==> config.mk <==
export PLATFORM = sky130hd
export DESIGN_NAME = cleaning_mission_ctrl
export DESIGN_NICKNAME = d
export VERILOG_FILES = /design/src/rtl/cleaning_mission_pkg.sv /design/src/rtl/mission_sat_counter.sv /design/src/rtl/cleaning_mission_ctrl.sv
export SDC_FILE = /design/constraint.sdc
export NUM_CORES = 1
export LEC_CHECK = 0
export ABC_CLOCK_PERIOD_IN_PS = 3000
export CAP_MARGIN = 20
export CORE_MARGIN = 2
export CORE_UTILIZATION = 53
export DETAILED_ROUTE_END_ITERATION = 8
export HOLD_SLACK_MARGIN = 0.03
export PLACE_DENSITY = 0.77
export SLEW_MARGIN = 25
export SYNTH_ARGS = -nofsm -noshare
export SYNTH_HDL_FRONTEND = slang
export SYNTH_SLANG_ARGS = --single-unit
==> constraint.sdc <==
create_clock -name clock -period 3 [get_ports clock]
set_input_delay 0.6 -clock clock [delete_from_list [all_inputs] [get_ports clock]]
set_output_delay 0.6 -clock clock [all_outputs]
set_load 0.005 [all_outputs]
==> src/rtl/cleaning_mission_pkg.sv <==
// Shared types and abort-cause encodings for the pipe-cleaning mission sequencer.
package cleaning_mission_pkg;

    typedef enum logic [2:0] {
        StIdle,
        StInit,
        StRun,
        StDone,
        StAbort
    } state_e;

    localparam logic [1:0] ABORT_NONE    = 2'd0;
    localparam logic [1:0] ABORT_TURN    = 2'd1;
    localparam logic [1:0] ABORT_REMOVE  = 2'd2;
    localparam logic [1:0] ABORT_TIMEOUT = 2'd3;

endpackage

==> src/rtl/mission_sat_counter.sv <==
// Saturating up-counter with synchronous clear; clear wins over inc, never wraps.
module mission_sat_counter #(
    parameter int unsigned W = 16
) (
    input  logic         clock,
    input  logic         reset,
    input  logic         clear,
    input  logic         inc,
    output logic [W-1:0] count
);

    logic [W-1:0] count_q, count_d;

    always_comb begin
        count_d = count_q;
        if (clear) begin
            count_d = '0;
        end else if (inc && (count_q != '1)) begin
            count_d = count_q + 1'b1;
        end
    end

    always_ff @(posedge clock or posedge reset) begin
        if (reset) begin
            count_q <= '0;
        end else begin
            count_q <= count_d;
        end
    end

    assign count = count_q;

endmodule

==> src/rtl/cleaning_mission_ctrl.sv <==
// Mission sequencer for the pipe-cleaning robot: launch, progress counting, done/abort.
// Optional global RUN timeout enabled by defining MISSION_TIMEOUT_EN.
module cleaning_mission_ctrl
    import cleaning_mission_pkg::*;
#(
    parameter int unsigned CNT_W          = 16,
    parameter int unsigned MAX_TURNS      = 4,
    parameter int unsigned MAX_REMOVE     = 8,
    parameter int unsigned IDLE_CYCLES    = 2,
    parameter int unsigned TIMEOUT_CYCLES = 1000
) (
    input  logic             clock,
    input  logic             reset,
    input  logic             start,
    input  logic             front,
    input  logic             turn,
    input  logic             remove,
    output logic             robot_reset,
    output logic             busy,
    output logic             done,
    output logic             abort,
    output logic [1:0]       abort_code,
    output logic [CNT_W-1:0] step_count,
    output logic [CNT_W-1:0] trash_count
);

    if (MAX_TURNS == 0 || MAX_REMOVE == 0 || IDLE_CYCLES == 0 || TIMEOUT_CYCLES == 0)
    begin : g_bad_cfg
        $error("cleaning_mission_ctrl: thresholds must be non-zero");
    end

    state_e state_q, state_d;

    logic             go_init, in_run;
    logic [CNT_W-1:0] turn_run_q, turn_run_d;
    logic [CNT_W-1:0] rem_run_q, rem_run_d;
    logic [CNT_W-1:0] idle_run_q, idle_run_d;
    logic             rem_prev_q;
    logic [1:0]       abort_code_q, abort_code_d;
    logic             hit_turn, hit_rem, hit_idle, hit_timeout, hit_abort;

    assign in_run  = (state_q == StRun);
    assign go_init = start && (state_q inside {StIdle, StDone, StAbort});

    // Trackers as they will be after this cycle's update; abort checks look at these.
    always_comb begin
        turn_run_d = turn   ? turn_run_q + 1'b1 : '0;
        rem_run_d  = remove ? rem_run_q + 1'b1  : '0;
        idle_run_d = (front || turn || remove) ? '0 : idle_run_q + 1'b1;
    end

    assign hit_turn = in_run && (turn_run_d == CNT_W'(MAX_TURNS));
    assign hit_rem  = in_run && (rem_run_d == CNT_W'(MAX_REMOVE));
    assign hit_idle = in_run && (idle_run_d == CNT_W'(IDLE_CYCLES));

`ifdef MISSION_TIMEOUT_EN
    logic [CNT_W-1:0] run_cycles;

    mission_sat_counter #(.W(CNT_W)) u_timeout_cnt (
        .clock (clock),
        .reset (reset),
        .clear (go_init),
        .inc   (in_run),
        .count (run_cycles)
    );

    assign hit_timeout = in_run && ((run_cycles + 1'b1) == CNT_W'(TIMEOUT_CYCLES));
`else
    assign hit_timeout = 1'b0;
`endif

    assign hit_abort = hit_timeout || hit_turn || hit_rem;

    always_comb begin
        abort_code_d = ABORT_NONE;
        if (hit_timeout) begin
            abort_code_d = ABORT_TIMEOUT;
        end else if (hit_turn) begin
            abort_code_d = ABORT_TURN;
        end else if (hit_rem) begin
            abort_code_d = ABORT_REMOVE;
        end
    end

    always_ff @(posedge clock or posedge reset) begin
        if (reset) begin
            turn_run_q   <= '0;
            rem_run_q    <= '0;
            idle_run_q   <= '0;
            rem_prev_q   <= 1'b0;
            abort_code_q <= ABORT_NONE;
        end else if (go_init) begin
            turn_run_q   <= '0;
            rem_run_q    <= '0;
            idle_run_q   <= '0;
            rem_prev_q   <= 1'b0;
            abort_code_q <= ABORT_NONE;
        end else if (in_run) begin
            turn_run_q <= turn_run_d;
            rem_run_q  <= rem_run_d;
            idle_run_q <= idle_run_d;
            rem_prev_q <= remove;
            if (hit_abort) begin
                abort_code_q <= abort_code_d;
            end
        end
    end

    mission_sat_counter #(.W(CNT_W)) u_step_cnt (
        .clock (clock),
        .reset (reset),
        .clear (go_init),
        .inc   (in_run && front),
        .count (step_count)
    );

    mission_sat_counter #(.W(CNT_W)) u_trash_cnt (
        .clock (clock),
        .reset (reset),
        .clear (go_init),
        .inc   (in_run && remove && !rem_prev_q),
        .count (trash_count)
    );

    always_ff @(posedge clock or posedge reset) begin
        if (reset) begin
            state_q <= StIdle;
        end else begin
            state_q <= state_d;
        end
    end

    always_comb begin
        state_d = state_q;
        unique case (state_q)
            StIdle:  if (start) state_d = StInit;
            StInit:  state_d = StRun;
            StRun: begin
                if (hit_abort) begin
                    state_d = StAbort;
                end else if (hit_idle) begin
                    state_d = StDone;
                end
            end
            StDone:  if (start) state_d = StInit;
            StAbort: if (start) state_d = StInit;
            default: state_d = StIdle;
        endcase
    end

    always_comb begin
        robot_reset = (state_q != StRun);
        busy        = (state_q == StInit) || (state_q == StRun);
        done        = (state_q == StDone);
        abort       = (state_q == StAbort);
    end

    assign abort_code = abort_code_q;

endmodule

Word-level counts from Yosys, hierarchy flattened
Cells that the tools add are included.

Multiplexer cells: 24. Reductions and logical operators: 23. Equal/unequal tests: 12. $add $sub $neg: 5.

Operator list (count): 16-bit 2-to-1 mux (13); 16-bit by 1-bit adder with 16-bit output, second input constant (5); 16-bit inequality test, second input constant (2); 16-bit by 2-bit == test with 1-bit output, second input constant (1); 16-bit by 3-bit == test with 1-bit output, second input constant (1); 16-bit by 4-bit == test with 1-bit output, second input constant (1); 2-bit 2-to-1 mux (5); 1-bit logical AND (9); 3-bit 2-to-1 mux (3); 3-bit one-hot mux with 3 select lines (1); 2-bit nonzero test (4); 3-bit by 2-bit == test with 1-bit output, second input constant (2); 1-bit logical OR (4); 2-bit AND reduction (2); 3-bit by 1-bit == test with 1-bit output, second input constant (1); 3-bit == test, second input constant (1); 3-bit logical NOT (1); 3-bit by 1-bit inequality test with 1-bit output, second input constant (1); 3-bit by 2-bit inequality test with 1-bit output, second input constant (1); 3-bit nonzero test (1); 3-bit OR reduction (1); 1-bit 2-to-1 mux (2); 2-bit by 1-bit inequality test with 1-bit output, second input constant (1); 1-bit logical NOT (1).

Output and inout port bits: 38. Bits of input ports: 6. Flip-flop bits (word level): 86.

Depth between registers and ports, before layout
Gate-level depths: netlist of the first run.

Word-level depth: 9. Depth in mapped cells: 8.

Cells and area by module
A second synthesis of the first run with hierarchy kept.

Cells, all modules: 634. Area total of the unflattened synthesis: 5455.2 um^2.

Modules (own cells, without submodules): cleaning_mission_ctrl (cells an instance 432, instances 1, area an instance 3590.9 um^2); mission_sat_counter (cells an instance 101, instances 2, area an instance 932.1 um^2).

Worst setup path after synthesis of the first run
No wires, ideal clock.

Path kind: reg-to-reg. From: reg turn_run_q[0]. To: reg state_q[1]. Stages on the path, launching flop included: 8. Buffers on the path: 0. Library setup time: 138 ps. Path slack: 757 ps. Data arrival time: 2104 ps. Required time: 2862 ps. Path through: dfrtp_1 ha_1 nand3_1 nor4_1 mux2_2 o22a_1 nor4_2 o21ai_0.

Word-level cells in the longest chain between the ends: 7. Elaborated cells on any way between the ends: 9. Classes of those cells: add/sub (1); eq/ne (2); mux (3); reduce/logical (3).

RTL lines: start: declaration (RTL line cleaning_mission_ctrl.sv:35) `logic [CNT_W-1:0] turn_run_q, turn_run_d;`; start signal: assignment (RTL line cleaning_mission_ctrl.sv:99) `turn_run_q <= turn_run_d;`; 16-bit by 1-bit adder with 16-bit output * (RTL line cleaning_mission_ctrl.sv:47) `turn_run_d = turn ? turn_run_q + 1'b1 : '0;`; 16-bit 2-to-1 mux * (RTL line cleaning_mission_ctrl.sv:47); 16-bit by 3-bit == test with 1-bit output * (RTL line cleaning_mission_ctrl.sv:52) `assign hit_turn = in_run && (turn_run_d == CNT_W'(MAX_TURNS));`; 1-bit logical AND * (RTL line cleaning_mission_ctrl.sv:52); 1-bit logical OR * (RTL line cleaning_mission_ctrl.sv:72) `assign hit_abort = hit_timeout || hit_turn || hit_rem;`; 3-bit 2-to-1 mux / 3-bit by 1-bit inequality test with 1-bit output (equally long branches); 3-bit one-hot mux with 3 select lines / 2-bit AND reduction (equally long branches); end signal: assignment (RTL line cleaning_mission_ctrl.sv:127) `state_q <= StIdle;`; end signal: assignment (RTL line cleaning_mission_ctrl.sv:129) `state_q <= state_d;`; end: declaration (RTL line cleaning_mission_ctrl.sv:32) `state_e state_q, state_d;`.

Every way passes the cells marked *; elsewhere a longest branch is shown, timed or not. A chain may end at the register's enable or synchronous reset.

Worst setup path in the final report of the first run
Same ends and word-level chain as after synthesis.

==> results of run 1 <==
## cell families (layout without fill, tap and decap cells)
kind of cell    after synthesis  after routing  share of synthesized area, %
simple gates                276            276                          28.1
compound gates              133            133                          16.0
buf+inv                      45             84                          4.41
mux                           4              4                         0.925
fa+ha+maj                     5              5                          1.22
xor+xnor                     44             44                          7.50
flops                        86             86                          41.9
## cell type report
class                           instances  share of cell area (%)
Tap cell                              129                    2.74
Timing Repair Buffer                   60                    9.68
Inverter                                8                   0.531
Multi-Input combinational cell        462                    46.9
Sequential cell                        86                    36.5
Clock buffer                           10                    2.17
Clock inverter                          6                    1.46
## cells in the mapped netlist, drive strengths merged (2+ instances only)
cell type | n | area share [%]
a211o | 3 | 0.51
a211oi | 5 | 0.73
a21oi | 16 | 1.6
a31oi | 6 | 0.85
and2 | 8 | 0.97
and3 | 16 | 2.0
and4 | 10 | 1.7
buf | 15 | 1.8
clkbuf | 22 | 2.1
dfrtp | 86 | 42
ha | 5 | 1.2
inv | 7 | 0.51
mux2 | 3 | 0.73
nand2 | 58 | 4.3
nand3 | 44 | 4.6
nand4 | 24 | 3.0
nor2 | 70 | 5.1
nor2b | 2 | 0.24
nor3 | 11 | 1.1
nor3b | 6 | 0.97
nor4 | 10 | 1.5
nor4b | 2 | 0.34
o211ai | 7 | 1.0
o21ai | 64 | 6.2
o31ai | 18 | 2.6
o41ai | 4 | 0.68
or2 | 2 | 0.24
or3 | 5 | 0.66
or4 | 2 | 0.29
or4b | 2 | 0.39
xnor2 | 12 | 2.0
xor2 | 32 | 5.5
## state kept, by name, indices dropped and copies added, names as in the netlist
| signal | cells |
|---|---|
| abort_code | 2 |
| idle_run_q | 16 |
| rem_prev_q | 1 |
| rem_run_q | 16 |
| state_q | 3 |
| turn_run_q | 16 |
| u_step_cnt.count | 16 |
| u_trash_cnt.count | 16 |
## power groups by stage
| stage | clock [uW] | sequential, uW | combinational, uW |
|---|---|---|---|
| floorplan | 0 | 1330 | 521 |
| global placement | 0 | 1350 | 855 |
| detailed placement | 0 | 1360 | 875 |
| CTS | 911 | 1330 | 877 |
| global route | 962 | 1350 | 975 |
| finish | 887 | 1340 | 870 |
## per-stage QoR
step | hold WS (ns) | util [%] | total power, uW
after floorplan | 0.467 | - | 1850
after global placement | 0.489 | 60.9 | 2210
after detailed placement | 0.493 | 60.9 | 2230
after CTS | 0.519 | 63.2 | 3120
after global routing | 0.550 | 63.2 | 3280
final | 0.517 | 63.2 | 3090
## worst min path at each step
stage | startpoint | to | slack [ns] | cells after the start
2_1_floorplan | turn_run_q[15] | turn_run_q[15] | 0.47 | 1
3_3_place_gp | rem_run_q[15] | rem_run_q[15] | 0.49 | 2
3_5_place_dp | abort_code[0] | abort_code[0] | 0.49 | 1
4_1_cts | abort_code[0] | abort_code[0] | 0.52 | 1
5_1_grt | turn_run_q[15] | turn_run_q[15] | 0.55 | 1
6_report | abort_code[0] | abort_code[0] | 0.52 | 1
## per-layer routing
metal / up-vias / global-route usage, % / share of wire, %
met4: 0 / 10.4 / 2.3
met5: - / 0 / 0
met3: 24 / 3.97 / 4.2
met2: 120 / 40.2 / 48
met1: 2228 / 33.8 / 45
li1: 2217 / - / -
## worst register-to-register path: stages (launching register included)
cell	delay [ns]
dfrtp_1	0.46
ha_1	0.31
nand3_1	0.19
nor4_1	0.39
mux2_2	0.39
o22a_1	0.21
nor4_2	0.28
buf_4	0.19
o21ai_0	0.10
## layout by cell type (no fill, tap or decap), types with 16 or more instances in the layout
cell type / instances
dfrtp_1: 86
nor2_1: 68
o21ai_0: 61
nand2_1: 57
clkdlybuf4s50_1: 43
nand3_1: 42
xor2_1: 32
nand4_1: 23
o31ai_1: 18
a21oi_1: 16
buf_4: 16
==> metrics.cfg, run 1 <==
[outcome]
status=finished clean

[min_path]
worstHoldPathType=register to register

[route]
vias=4589
drt-initial-drc-count=332
via_per_inst=6.03
wire_per_inst_um=15.8
drc=0
firstDrtPassIters=6
wirelength_um=12000
ant_nets=0

[floorplan]
die-area_sq_um=10500
die_w_um=102
num_rows=35
start_util_pct=55.1
core_area_sq_um=9330
die_h_um=102
ios=44

[grt]
overflow=0
grt_use_total_pct=25.0
grt_pass1_wl_um=20900
grt_start_max_net_pins=43
antenna_found_initial=0
grt_pass1_vias=4350

[power]
internal_power_uw=2020
powerDensity_nw_per_um2=525
vdd_drop_max_mv=0.318
power.switching_uw=1070
swShare_pct=34.7
combPwrFrac_pct=28.1
leakage_uw=0.00242
power_frac_seq_pct=43.2
pwr-share-clk_pct=28.7

[worst_setup_path]
crit_start=turn_run_q[0]
critPathCaptureType=register
r2r_slack_ns=0.37
worstReg2RegEnd=state_q[1]
slowest_delay_ns=0.46
path_depth=8
crit_type=register to register
critPathTopFamily=simple AND/OR/NAND/NOR gates
path_max_fanout=7
reg2reg_depth=8
path_cells=ha_1, nand3_1, nor4_1, mux2_2, o22a_1, nor4_2, buf_4, o21ai_0
crit_buf_inv=1
critPathLaunchType=register
r2r-start=turn_run_q[0]
worst_ep_required_time_ns=3.23
cpMaxStageDelayCell=dfrtp_1
endpoint=state_q[1]
critPathArrivalTime_ns=2.86

[place]
placedInstanceArea_sq_um=5680
dpl.cell_count=745
dp_hpwl_um=8250
place_ws_ns=0.410
portBuffers=43
gp_congestion=0.851

[timing]
fin_crit_ns=2.63
finalClockSkew_ns=0.00861
max_freq_ghz=0.380
rsz0062_at_grt=no
setup_ws_ns=0.370
fin_setup_tns_ns=0
period_share_pct=87.7
drv_slew=0
tightest_slew_ns=0.864
final-setup-viol-count=0
hold_violations=0
max_slew_margin_pct=42.0

[finish]
area_growth_pct=14.7
seqCellArea_sq_um=2150
fillers=769
fin_area_sq_um=5890
diodes=0
nNetsFinal=638
fin_cells=761
multi_input_area_sq_um=2760
drive_above_1_share_pct=8.07

[synthesis]
ys.flop_type=dfrtp_1
syn_nets=604
ys_seq_area_share_pct=41.9
syn-cell-area_sq_um=5140
yosysUniqueCellTypes=69
synth_cells=593
synth-seq-cells=86
synth-edff-count=0
syn_avg_cell_area_sq_um=8.66
ys_warn_count=0
async_flop_share_pct=100

[cts]
cts_buffer_depth=2
cts_tree=built
clock_latency_ns=0.36
cts_buffers=9
clk_pin_slew_ns=0.09
root_buffer=clkbuf_8
cts_setup_buffers=0
ctsResizeCount=0
cts_hold_buf=0
cts_max_level=3
clock_sinks=86

[run]
maxCapViolCount=0

No activity file was read; power rests on OpenSTA's default activity.
==> run 2: changes to the inputs <==
ABC_CLOCK_PERIOD_IN_PS = 2150   (was 3000)
clock period = 2.15 ns   (was 3 ns; I/O delays follow)
==> run 2 against run 1 <==
Against the previous run: the flow now finishes with violations (setup timing); critical path type unchanged; clock power up 58%; worst hold slack better by 0.0074 ns; first-iteration DRC count is 6.0% lower; die area did not move.
==> metrics.cfg, run 2 (synthesis gave the netlist of run 1 again) <==
[outcome]
status=complete, but fails checks
violations=setup timing

[worst_setup_path]
slowest_delay_ns=0.38
critPathCaptureType=register
path_cells=buf_6, nand4_1, buf_4, nor4_4, xor2_1, a221o_1, nor4_2, buf_4, a211o_1
worst_ep_required_time_ns=2.45
critPathArrivalTime_ns=2.50
reg2reg_depth=9
worstReg2RegEnd=state_q[2]
r2r_slack_ns=-0.05
critPathLaunchType=register
r2r-start=turn_run_q[0]
crit_type=register to register
crit_path_frequent_cell=buf_4
cpMaxStageDelayCell=dfrtp_1
path_max_fanout=6

[cts]
clk_pin_slew_ns=0.09
root_buffer=clkbuf_8
cts_tree=built
cts_buffers=9
clock_latency_ns=0.37
clock_sinks=86
cts_buffer_depth=2
cts_max_level=3

[place]
place_ws_ns=-0.187
gp_congestion=0.886
portBuffers=43
dp_hpwl_um=8990

[grt]
grt_pass1_wl_um=22200
overflow=0
grt_start_max_net_pins=87
grt_pass1_vias=4706
grt_use_total_pct=26.7
antenna_found_initial=0

[floorplan]
die_w_um=102
ios=44
die-area_sq_um=10500
die_h_um=102
start_util_pct=55.1
num_rows=35
core_area_sq_um=9330

[timing]
hold_violations=0
rsz0062_at_grt=yes
tightest_slew_ns=0.512
max_freq_ghz=0.455
setup_ws_ns=-0.0496
fin_crit_ns=2.20
period_share_pct=102
final-setup-viol-count=4
max_slew_margin_pct=65.8
finalClockSkew_ns=0.0176
drv_slew=0

[route]
ant_nets=0
via_per_inst=5.90
wire_per_inst_um=16.1
vias=4925
wirelength_um=13500
firstDrtPassIters=5
drt-initial-drc-count=312
drc=0

[finish]
diodes=0
area_growth_pct=30.4
drive_above_1_share_pct=22.1
fillers=661
layout_commonest_cell=buf_4
final_cell_mix=buf_4 (85), dfrtp_1 (78), nor2_1 (65), o21ai_0 (58), nand2_1 (57)
nNetsFinal=712

[power]
powerDensity_nw_per_um2=710
total_power_uw=4760
vdd_drop_max_mv=0.461
leakage_uw=0.00291

[min_path]
holdPathStages=2
hold_start=rem_run_q[15]
worstHoldPathType=register to register
min_to=rem_run_q[15]

[run]
maxCapViolCount=0

[run 2: changes by cell type in the layout (fill, tap and decap cells not counted), sizes merged]
cell,change
buf,+74
clkinv,-4
clkdlybuf4s50,-2
dlymetal6s2s,+2
bufinv,+1
clkbuf,+1
clkinvlp,+1
inv,+1
[run 2: worst max path at each step]
stage | startpoint | endpoint | cells after the start
6_report | turn_run_q[0] | state_q[2] | 9
5_1_grt | turn_run_q[1] | state_q[2] | 9
4_1_cts | rem_run_q[2] | abort_code[0] | 6
3_5_place_dp | remove | abort_code[0] | 7
3_3_place_gp | remove | abort_code[0] | 7
2_1_floorplan | turn_run_q[0] | state_q[1] | 7
[run 2: area by class of cell]
cell class                 instances  area (sq um)  area share (%)
inverter                           8          33.8           0.504
clock inverter                     5           106            1.59
timing repair buffer             134          1170            17.4
clock buffer                      11           131            1.96
tap                              129           161            2.41
multi-input combinational        462          2940            43.8
sequential                        86          2160            32.3
[run 2: worst max-delay path, delay by kind of cell (launching register included)]
| kind | cells | cell delay, ns |
|---|---|---|
| buffers and inverters | 3 | 0.49 |
| AO/OA/AOI/OAI | 2 | 0.40 |
| AND/OR/NAND/NOR | 3 | 0.75 |
| flip-flops | 1 | 0.38 |
| XOR/XNOR | 1 | 0.11 |
[run 2: stage by stage]
| stage | TNS [ns] | util (%) | instance area (sq um) | std cells | hold slack [ns] |
|---|---|---|---|---|---|
| after floorplan | 0 | - | 5170 | 593 | 0.467 |
| after global routing | -0.588 | 71.8 | 6700 | 835 | 0.566 |
| after detailed placement | -1.06 | 66.2 | 6180 | 803 | 0.510 |
| after global placement | -0.246 | 66.2 | 6180 | 803 | 0.487 |
| after CTS | 0 | 70.4 | 6570 | 830 | 0.530 |
| final | -0.137 | 71.8 | 6700 | 835 | 0.525 |
[run 2: per-layer routing]
metal / GRT usage, % / vias to the layer above / share of wire, %
met4: 10.1 / 0 / 1.9
met5: 0 / - / 0
met3: 4.92 / 24 / 5.2
li1: - / 2365 / -
met2: 42.5 / 171 / 48
met1: 36.6 / 2365 / 45
[run 2: what timing repair did]
item                                    CTS  global route
pin swaps                                 8             7
hold buffers                              0             0
endpoints found under the setup margin    7             9
gates resized for setup                  19            25
cloned                                    0             0
setup buffers                            11             5
[run 2: where the power goes]
part	switching (uW)	total (uW)	internal, uW
Sequential	133	1850	1720
Clock	623	1400	778
Combinational	865	1500	637
Total	1620	4760	3130
